File: config.mk
export PLATFORM = sky130hd
export DESIGN_NAME = opb_sw_reg_bank
export DESIGN_NICKNAME = d
export VERILOG_FILES = /design/src/rtl/opb_sw_reg_bank_pkg.sv /design/src/rtl/opb_sw_reg_decode.sv /design/src/rtl/opb_sw_reg_bank.sv
export SDC_FILE = /design/constraint.sdc
export NUM_CORES = 1
export LEC_CHECK = 0
export ABC_AREA = 1
export ABC_CLOCK_PERIOD_IN_PS = 14780
export CAP_MARGIN = 20
export CORE_UTILIZATION = 29
export CTS_BUF_LIST = sky130_fd_sc_hd__clkbuf_16
export DETAILED_ROUTE_END_ITERATION = 6
export GPL_ROUTABILITY_DRIVEN = 0
export PLACE_DENSITY = 0.52
export SLEW_MARGIN = 25
export SYNTH_ARGS = -nofsm -noshare
export SYNTH_HDL_FRONTEND = slang
export SYNTH_HIERARCHICAL = 1
export SYNTH_SLANG_ARGS = --single-unit
File: constraint.sdc
create_clock -name OPB_Clk -period 14.78 [get_ports OPB_Clk]
set_input_delay 1.478 -clock OPB_Clk [delete_from_list [all_inputs] [get_ports OPB_Clk]]
set_output_delay 1.478 -clock OPB_Clk [all_outputs]
set_load 0.05 [all_outputs]
File: src/rtl/opb_sw_reg_bank_pkg.sv
// Shared types and helpers for the OPB software register bank.
// - Transfer FSM state encoding.
// - Byte-lane merge helper.
// - Address-to-word-index helper.
package opb_sw_reg_bank_pkg;

  // Transfer FSM: IDLE waits for a hit, ACK is the single acknowledge cycle,
  // WAIT holds off until the master drops select so each select gets one ack.
  typedef enum logic [1:0] {
    ST_IDLE = 2'd0,
    ST_ACK  = 2'd1,
    ST_WAIT = 2'd2
  } opb_state_e;

  // Bytes per register word.
  localparam int REG_BYTES = 4;

  // Merge write data into an old register value, one byte lane at a time.
  // be_v[3] corresponds to OPB_BE[0] and selects bits 31:24 (big-endian lane
  // numbering on the bus maps onto the high end of the little-endian vector).
  function automatic logic [31:0] be_merge(input logic [31:0] old_v,
                                           input logic [31:0] data_v,
                                           input logic [3:0]  be_v);
    logic [31:0] res;
    res = old_v;
    for (int b = 0; b < REG_BYTES; b++) begin
      if (be_v[b]) begin
        res[8*b +: 8] = data_v[8*b +: 8];
      end else begin
        res[8*b +: 8] = old_v[8*b +: 8];
      end
    end
    return res;
  endfunction

  // Word offset of a byte address from the window base; the two byte-select
  // bits are dropped so unaligned addresses map onto their containing word.
  function automatic logic [29:0] addr_to_idx(input logic [31:0] addr_v,
                                              input logic [31:0] base_v);
    return 30'((addr_v - base_v) >> 2);
  endfunction

endpackage

File: src/rtl/opb_sw_reg_decode.sv
// Combinational address decode for the OPB software register bank.
// - hit_o: transfer qualified by select and inside the byte window.
// - in_range_o: hit that lands on an implemented register.
// - idx_o: register index (only meaningful when in_range_o is set).
module opb_sw_reg_decode
  import opb_sw_reg_bank_pkg::*;
#(
  parameter logic [31:0] C_BASEADDR = 32'h0100_0100,
  parameter logic [31:0] C_HIGHADDR = 32'h0100_01FF,
  parameter int          C_NUM_REGS = 4,
  parameter int          IDX_W      = 2
) (
  input  logic [31:0]      addr_i,
  input  logic             select_i,
  output logic             hit_o,
  output logic             in_range_o,
  output logic [IDX_W-1:0] idx_o
);

  logic        in_win_s;
  logic [29:0] word_s;

  assign in_win_s   = (addr_i >= C_BASEADDR) && (addr_i <= C_HIGHADDR);
  assign word_s     = addr_to_idx(addr_i, C_BASEADDR);
  assign hit_o      = select_i & in_win_s;
  // The full word offset is compared so window slots past the last register
  // never alias onto a real one through index truncation.
  assign in_range_o = hit_o & (word_s < 30'(C_NUM_REGS));
  assign idx_o      = word_s[IDX_W-1:0];

endmodule

File: src/rtl/opb_sw_reg_bank.sv
// OPB slave exposing C_NUM_REGS software-writable/readable 32-bit registers.
// - Two-cycle transfers: ack one cycle after the first hit, then WAIT until
//   select drops so every select assertion is acknowledged exactly once.
// - Byte-enable writes with a one-cycle strobe coincident with the new value.
// - Registers flagged in C_PULSE_MASK clear one cycle after being written.
// - Optional macro OPB_SW_REG_BANK_ERRACK_EN: window slots without a register
//   are answered with Sl_errAck instead of Sl_xferAck.
module opb_sw_reg_bank
  import opb_sw_reg_bank_pkg::*;
#(
  parameter logic [31:0] C_BASEADDR   = 32'h0100_0100,
  parameter logic [31:0] C_HIGHADDR   = 32'h0100_01FF,
  parameter int          C_OPB_AWIDTH = 32,
  parameter int          C_OPB_DWIDTH = 32,
  parameter int          C_NUM_REGS   = 4,
  parameter logic [63:0] C_PULSE_MASK = 64'h0,
  parameter logic [31:0] C_RESET_VAL  = 32'h0
) (
  input  logic                      OPB_Clk,
  input  logic                      OPB_Rst,
  input  logic [0:C_OPB_AWIDTH-1]   OPB_ABus,
  input  logic [0:C_OPB_DWIDTH/8-1] OPB_BE,
  input  logic [0:C_OPB_DWIDTH-1]   OPB_DBus,
  input  logic                      OPB_RNW,
  input  logic                      OPB_select,
  input  logic                      OPB_seqAddr,
  output logic [0:C_OPB_DWIDTH-1]   Sl_DBus,
  output logic                      Sl_xferAck,
  output logic                      Sl_errAck,
  output logic                      Sl_retry,
  output logic                      Sl_toutSup,
  output logic [32*C_NUM_REGS-1:0]  user_data_out,
  output logic [C_NUM_REGS-1:0]     user_wr_stb
);

  localparam int IDX_W = (C_NUM_REGS > 1) ? $clog2(C_NUM_REGS) : 1;

  // Bus views renumbered so bit 31 is the MSB (OPB bit 0).
  logic [31:0]      addr_s;
  logic [31:0]      wdata_s;
  logic [3:0]       be_s;

  // Decode results
  logic             hit_s;
  logic             in_range_s;
  logic [IDX_W-1:0] idx_s;

  // Control
  opb_state_e       state_q, state_d;
  logic             start_s;
  logic             write_s;

  // Transfer attributes captured at the hit so the ACK cycle does not depend
  // on the master keeping the bus stable once select may have dropped.
  logic [IDX_W-1:0] idx_q, idx_d;
  logic             rnw_q, rnw_d;
  logic             in_range_q, in_range_d;
  logic [31:0]      wdata_q, wdata_d;
  logic [3:0]       be_q, be_d;

  // Registered bus responses
  logic             ack_q, ack_d;
  logic             err_q, err_d;
  logic [31:0]      rdata_q, rdata_d;

  // Register array and strobes
  logic [31:0]            regs_q [C_NUM_REGS];
  logic [31:0]            regs_d [C_NUM_REGS];
  logic [C_NUM_REGS-1:0]  stb_q, stb_d;

  // All OPB transfers are treated as single beats.
  logic unused_s;
  assign unused_s = OPB_seqAddr;

  assign addr_s  = OPB_ABus;
  assign wdata_s = OPB_DBus;
  assign be_s    = OPB_BE;

  opb_sw_reg_decode #(
    .C_BASEADDR (C_BASEADDR),
    .C_HIGHADDR (C_HIGHADDR),
    .C_NUM_REGS (C_NUM_REGS),
    .IDX_W      (IDX_W)
  ) u_decode (
    .addr_i     (addr_s),
    .select_i   (OPB_select),
    .hit_o      (hit_s),
    .in_range_o (in_range_s),
    .idx_o      (idx_s)
  );

  assign start_s = (state_q == ST_IDLE) && hit_s;
  assign write_s = (state_q == ST_ACK) && !rnw_q && in_range_q;

  // Next-state logic for the transfer FSM.
  always_comb begin
    state_d = state_q;
    case (state_q)
      ST_IDLE: begin
        if (hit_s) begin
          state_d = ST_ACK;
        end else begin
          state_d = ST_IDLE;
        end
      end
      ST_ACK: begin
        // A master that already released select needs no WAIT phase.
        if (OPB_select) begin
          state_d = ST_WAIT;
        end else begin
          state_d = ST_IDLE;
        end
      end
      ST_WAIT: begin
        if (!OPB_select) begin
          state_d = ST_IDLE;
        end else begin
          state_d = ST_WAIT;
        end
      end
      default: begin
        state_d = ST_IDLE;
      end
    endcase
  end

  // Capture the transfer attributes on the first hit cycle.
  always_comb begin
    idx_d      = idx_q;
    rnw_d      = rnw_q;
    in_range_d = in_range_q;
    wdata_d    = wdata_q;
    be_d       = be_q;
    if (start_s) begin
      idx_d      = idx_s;
      rnw_d      = OPB_RNW;
      in_range_d = in_range_s;
      wdata_d    = wdata_s;
      be_d       = be_s;
    end else begin
      idx_d      = idx_q;
      rnw_d      = rnw_q;
      in_range_d = in_range_q;
      wdata_d    = wdata_q;
      be_d       = be_q;
    end
  end

  // Acknowledge type for the upcoming ACK cycle.
  always_comb begin
    ack_d = 1'b0;
    err_d = 1'b0;
`ifdef OPB_SW_REG_BANK_ERRACK_EN
    if (start_s) begin
      ack_d = in_range_s;
      err_d = !in_range_s;
    end else begin
      ack_d = 1'b0;
      err_d = 1'b0;
    end
`else
    if (start_s) begin
      ack_d = 1'b1;
    end else begin
      ack_d = 1'b0;
    end
    err_d = 1'b0;
`endif
  end

  // Register writes, pulse clearing and write strobes.
  always_comb begin
    regs_d = regs_q;
    stb_d  = {C_NUM_REGS{1'b0}};
    for (int i = 0; i < C_NUM_REGS; i++) begin
      if (write_s && (idx_q == IDX_W'(i))) begin
        regs_d[i] = be_merge(regs_q[i], wdata_q, be_q);
        stb_d[i]  = 1'b1;
      end else if (C_PULSE_MASK[i] && stb_q[i]) begin
        // Pulse register: the written value was visible for its strobe cycle.
        regs_d[i] = 32'h0000_0000;
        stb_d[i]  = 1'b0;
      end else begin
        regs_d[i] = regs_q[i];
        stb_d[i]  = 1'b0;
      end
    end
  end

  // Read data for the ACK cycle; regs_d is the value the register holds
  // during ACK, so the readback is registered yet still current.
  always_comb begin
    rdata_d = 32'h0000_0000;
    if (start_s && OPB_RNW && in_range_s) begin
      rdata_d = regs_d[idx_s];
    end else begin
      rdata_d = 32'h0000_0000;
    end
  end

  // State, captured attributes, responses and register array.
  always_ff @(posedge OPB_Clk or posedge OPB_Rst) begin
    if (OPB_Rst) begin
      state_q    <= ST_IDLE;
      idx_q      <= {IDX_W{1'b0}};
      rnw_q      <= 1'b0;
      in_range_q <= 1'b0;
      wdata_q    <= 32'h0000_0000;
      be_q       <= 4'h0;
      ack_q      <= 1'b0;
      err_q      <= 1'b0;
      rdata_q    <= 32'h0000_0000;
      stb_q      <= {C_NUM_REGS{1'b0}};
      for (int i = 0; i < C_NUM_REGS; i++) begin
        regs_q[i] <= C_RESET_VAL;
      end
    end else begin
      state_q    <= state_d;
      idx_q      <= idx_d;
      rnw_q      <= rnw_d;
      in_range_q <= in_range_d;
      wdata_q    <= wdata_d;
      be_q       <= be_d;
      ack_q      <= ack_d;
      err_q      <= err_d;
      rdata_q    <= rdata_d;
      stb_q      <= stb_d;
      for (int i = 0; i < C_NUM_REGS; i++) begin
        regs_q[i] <= regs_d[i];
      end
    end
  end

  assign Sl_DBus     = rdata_q;
  assign Sl_xferAck  = ack_q;
  assign Sl_errAck   = err_q;
  assign Sl_retry    = 1'b0;
  assign Sl_toutSup  = 1'b0;
  assign user_wr_stb = stb_q;

  for (genvar g = 0; g < C_NUM_REGS; g++) begin : g_out
    assign user_data_out[32*g +: 32] = regs_q[g];
  end

endmodule

## Word-level counts from Yosys, hierarchy flattened

Cells that the tools add are included.

- Register bits: 207
- Output and inout bits: 168
- Word-level logic and storage cells: 72

- Magnitude comparators: 4
- Muxes and demuxes: 32
- Bitwise operators: 3
- Reductions and logical operators: 14
- Equality and inequality tests: 5
- $add $sub $neg: 1

Operators with widths:

| kind | number |
|---|---|
| 32-bit 2-to-1 mux | 7 |
| 8-bit 2-to-1 mux | 16 |
| 32-bit binary-select mux with 2-bit select | 1 |
| 32-bit by 25-bit >= comparator with 1-bit output (second input constant) | 1 |
| 32-bit by 25-bit less-or-equal comparator with 1-bit output (second input constant) | 1 |
| 32-bit by 25-bit subtractor with 32-bit output (second input constant) | 1 |
| 30-bit by 3-bit less-than comparator with 1-bit output (second input constant) | 1 |
| 1-bit logical AND | 10 |
| 2-bit equality test (second input constant) | 3 |
| 1-bit 2-to-1 mux | 6 |
| 2-bit by 1-bit equality test with 1-bit output (second input constant) | 2 |
| 2-bit zero test | 2 |
| 2-bit one-hot mux with 2 select lines | 1 |
| 3-bit >= comparator (second input constant) | 1 |
| 2-bit inverter with 3-bit output | 1 |
| 1-bit AND | 2 |
| 2-bit 2-to-1 mux | 1 |
| 2-bit OR reduction | 1 |
| 1-bit zero test | 1 |

## Logic depth before layout (Yosys ltp)

- Depth after elaboration: 9
- Depth in mapped cells: 12
- Depth with buffers taken out: 11

## Cells and area by module

Netlist, hierarchy kept.

Modules (own cells, without submodules):

| module | instances | cells an instance | area an instance (um^2) |
|---|---|---|---|
| opb_sw_reg_bank | 1 | 1332 | 9858.2 |
| opb_sw_reg_decode | 1 | 67 | 315.3 |

## Worst setup path before layout

OpenSTA, ideal clock, no wires.

- Path kind: input -> register
- From: input OPB_ABus[17] (netlist bit)
- To: register in_range_q
- Stages: 11
- Data arrival time: 2759 ps
- Slack: 11955 ps
- Required time: 14714 ps
- Path buffers: 2
- Cells stage by stage: nor2_1 -> nand2_2 -> nor2_4 -> nor2_1 -> nand3_1 -> inv_1 -> nand2_1 -> clkbuf_1 -> clkbuf_1 -> nand2_1 -> nand2_1

- Word-level cells in the longest chain between the ends: 4
- Elaborated cells between the ends (all ways): 8
- Those cells by class: add/sub (1); order compare (3); bitwise (2); reduce/logical (2)

Ends and longest elaborated chain:

| element | RTL line | RTL |
|---|---|---|
| start: declaration | opb_sw_reg_bank.sv:21 | `input logic [0:C_OPB_AWIDTH-1] OPB_ABus,` |
| 32-bit by 25-bit >= comparator with 1-bit output or 32-bit by 25-bit less-or-equal comparator with 1-bit output (tied branches) | opb_sw_reg_decode.sv:23 | `assign in_win_s = (addr_i >= C_BASEADDR) && (addr_i <= C_HIGHADDR);` |
| 1-bit logical AND * | opb_sw_reg_decode.sv:23 |  |
| 1-bit AND * | opb_sw_reg_decode.sv:25 | `assign hit_o = select_i & in_win_s;` |
| net hit_s | opb_sw_reg_bank.sv:44 | `logic hit_s;` |
| 1-bit AND or 1-bit logical AND (tied branches) | opb_sw_reg_decode.sv:28, opb_sw_reg_bank.sv:92 |  |
| end signal: assignment | opb_sw_reg_bank.sv:221 | `in_range_q <= in_range_d;` |
| end: declaration | opb_sw_reg_bank.sv:57 | `logic in_range_q, in_range_d;` |

Mark *: on every way through the listed nets, which the timed path passes. The rest lies on a longest branch.
A chain may end at the register's enable or synchronous reset.

## Worst setup path in the final report

- From: input OPB_ABus[17] (netlist bit)
- To: register rdata_q[5] (netlist: Sl_DBus[26])

- Word-level cells in the longest chain between the ends: 7
- Elaborated cells between the ends (all ways): 11
- Those cells by class: add/sub (1); order compare (3); mux (1); bitwise (2); reduce/logical (4)

Ends and longest elaborated chain:

| element | RTL line | RTL |
|---|---|---|
| 32-bit by 25-bit >= comparator with 1-bit output or 32-bit by 25-bit less-or-equal comparator with 1-bit output (tied branches) | opb_sw_reg_decode.sv:23 |  |
| 1-bit logical AND * | opb_sw_reg_decode.sv:23 |  |
| 1-bit AND * | opb_sw_reg_decode.sv:25 |  |
| net hit_s | opb_sw_reg_bank.sv:44 |  |
| 1-bit logical AND | opb_sw_reg_bank.sv:92 | `assign start_s = (state_q == ST_IDLE) && hit_s;` |
| 1-bit logical AND | opb_sw_reg_bank.sv:194 | `if (start_s && OPB_RNW && in_range_s) begin` |
| 1-bit logical AND * | opb_sw_reg_bank.sv:194 |  |
| 32-bit 2-to-1 mux * | opb_sw_reg_bank.sv:194 |  |
| net rdata_d[5] | opb_sw_reg_bank.sv:64 | `logic [31:0] rdata_q, rdata_d;` |
| end signal: assignment | opb_sw_reg_bank.sv:226 | `rdata_q <= rdata_d;` |
| end: declaration | opb_sw_reg_bank.sv:64 |  |

Marks and branches as above.

==> results.cfg <==
[timing]
setup_tns_ns = 0
max_freq_mhz = 207.9
tightest_slew_ns = 1.084
slew-limit-headroom_pct = 27.50
setup_violations = 0
fin_skew_ns = 0.01352
hold_viol_final = 0
timing.hold.ws_ns = 0.4786
maxSlewViolCount = 0
rsz0062_at_grt = false
fin_crit_ns = 4.810
period_share_pct = 32.54

[logic_synthesis]
ys_types = 25
netlist.area_leader.share_pct = 50.92
synth_top_area_cell = dfrtp_1
synth_seq_area_share_pct = 50.92
synthCells = 1399
netlist_area_mm2 = 0.01017
synthTopCellsByArea = dfrtp_1 51%, nand2_1 19%, nor2_1 11%
ys_ff_latch = 207
yosysWarnings = 6
avgSynthCellArea_um2 = 7.272

[global_route]
gr-total-overflow = 0
grt_pass1_wl_um = 56780
grt_antenna_before_repair = 0
track_usage_pct = 20.52
grt_max_degree = 85
grt_pass1_vias = 9712

[final_layout]
diodes = 0
area_growth_pct = 33.64
drive_gt1_share_pct = 4.641
final_common_cell = nand2_1
fillers = 3582
mostFrequentLayoutCells = 522 x nand2_1, 302 x nor2_1, 232 x clkdlybuf4s50_1
nets = 1675

[setup_path]
arrival_ns = 5.25
crit_chain = clkdlybuf4s50_1, nor2_1, nand2_2, nor2_1, nand2_1, nand2_1, nand3_1, inv_1, nand2_4, inv_2, nand3_2, buf_4, a21oi_1
path_max_fanout = 45
critPathCaptureType = register
cp.required_ns = 15.22
cpPeakStageDelay_ns = 0.85
worstSetupPathType = input pin to register
critPathLaunchType = input pin
slowest_stage = inv_2

[pwr]
ir_drop_uv = 70.95
p_leak_uw = 0.007208
powerDensity_mw_per_mm2 = 91.62

[floorplan]
core_area_mm2 = 0.03454
start_util_pct = 29.45
die_h_um = 189.3
io_pins = 241
die_w_um = 189.3
rows = 68
die_area_mm2 = 0.03583

[detailed_routing]
first_pass_iters = 6
viasPerCell = 4.830
drc = 0
antenna_left = 0
totalWireLength_um = 36790
wl_per_cell_um = 17.77
num_vias = 10003
drtIter0Drc = 827

[placement]
port_buffers = 234
hpwlAfterDp_um = 21990

[cts]
hold_buffers = 0
post_cts_buffers = 0
cts.htree.levels = 1
cts_buffer_depth = 3
clkTransAtPathRegs_ns = 0.06
cts.sinks = 207
clockRootBuffer = clkbuf_16
cts_tree = yes
clk_latency_ns = 0.53
cts_buffers = 26
cts_resized = 0

[outcome]
outcome = finished clean

[flow_run]
drv_cap = 0

[min_path]
hp-class = register to register
==> power by group <==
part	total [uW]	internal, uW	switching [uW]
logic	101	37.5	63.0
registers	573	570	3.08
clock network	572	326	246
==> logic make-up after synthesis <==
logic type	synth area share [%]
other cells	0.03686
fa+ha+maj	0.3690
flops	50.92
simple gates	42.06
compound gates	1.992
buf+inv	4.624
==> Yosys cell counts <==
| library cell | number |
|---|---|
| a21boi_0 | 1 |
| inv_2 | 2 |
| a21oi_1 | 32 |
| nand2_1 | 527 |
| nor2_1 | 302 |
| or2_0 | 2 |
| ha_1 | 3 |
| buf_1 | 9 |
| nor3_1 | 1 |
| o21ai_0 | 7 |
| buf_4 | 10 |
| buf_2 | 31 |
| nor2_4 | 5 |
| or2_1 | 2 |
| clkinv_1 | 3 |
| clkbuf_1 | 24 |
| nand2_2 | 3 |
| nor2_2 | 7 |
| nor3_2 | 1 |
| nand3_4 | 1 |
| nand3_1 | 198 |
| dfrtp_1 | 207 |
| buf_6 | 3 |
| conb_1 | 1 |
| inv_1 | 17 |
==> layout make-up <==
| type | count | area, um^2 | area share, % |
|---|---|---|---|
| inverter | 22 | 90.09 | 0.6626 |
| timing repair buffer | 247 | 2450 | 18.02 |
| clock inverter | 18 | 76.32 | 0.5614 |
| clock buffer | 27 | 675.6 | 4.970 |
| tap | 455 | 569.3 | 4.187 |
| sequential | 207 | 5181 | 38.11 |
| multi-input combinational | 1095 | 4553 | 33.49 |
==> worst max-delay path: cells and delay by family <==
family                 cells  cell delay, ns
AOI/OAI and AO/OA          1            0.19
and+or+nand+nor            8            1.66
buffers and inverters      4            1.87
==> metal layers <==
| layer | vias up | share of wire [%] | track usage, % |
|---|---|---|---|
| li1 | 4828 | - | - |
| met1 | 4740 | 45 | 28.63 |
| met2 | 374 | 45 | 32.48 |
| met3 | 61 | 7.5 | 3.781 |
| met4 | 0 | 2.3 | 5.459 |
| met5 | - | 0 | 0 |
==> per-stage QoR <==
stage	util [%]	cell area [um^2]	instances	setup slack [ns]	total power [uW]
finish	39.36	13600	2071	9.970	1246
global route	39.36	13600	2071	9.540	1299
CTS	39.36	13600	2071	9.801	1265
detailed placement	37.18	12840	2026	9.278	684.9
global placement	37.08	12810	2025	8.826	684.1
floorplan	-	10180	1401	7.650	645.6
==> flip-flops by register name (all words and copies together) (netlist names) <==
| name | cells |
|---|---|
| rnw_q | 1 |
| in_range_q | 1 |
| Sl_DBus | 32 |
| user_data_out | 128 |
| be_q | 4 |
| state_q | 2 |
| Sl_xferAck | 1 |
| user_wr_stb | 4 |
| wdata_q | 32 |
| idx_q | 2 |
==> worst paths after layout <==
| kind | startpoint | endpoint | slack [ns] | cells past startpoint |
|---|---|---|---|---|
| min in group asynchronous | OPB_Rst | wdata_q[25] | 1.44 | 2 |
| max reg2reg | state_q[0] | Sl_DBus[26] | 11.43 | 7 |
| min reg2reg | wdata_q[30] | wdata_q[30] | 0.48 | 2 |
| min | wdata_q[30] | wdata_q[30] | 0.48 | 2 |
| max | OPB_ABus[17] | Sl_DBus[26] | 9.97 | 13 |
| max in group asynchronous | OPB_Rst | be_q[0] | 11.94 | 3 |
Note: power is estimated with default switching activity, not from simulation.
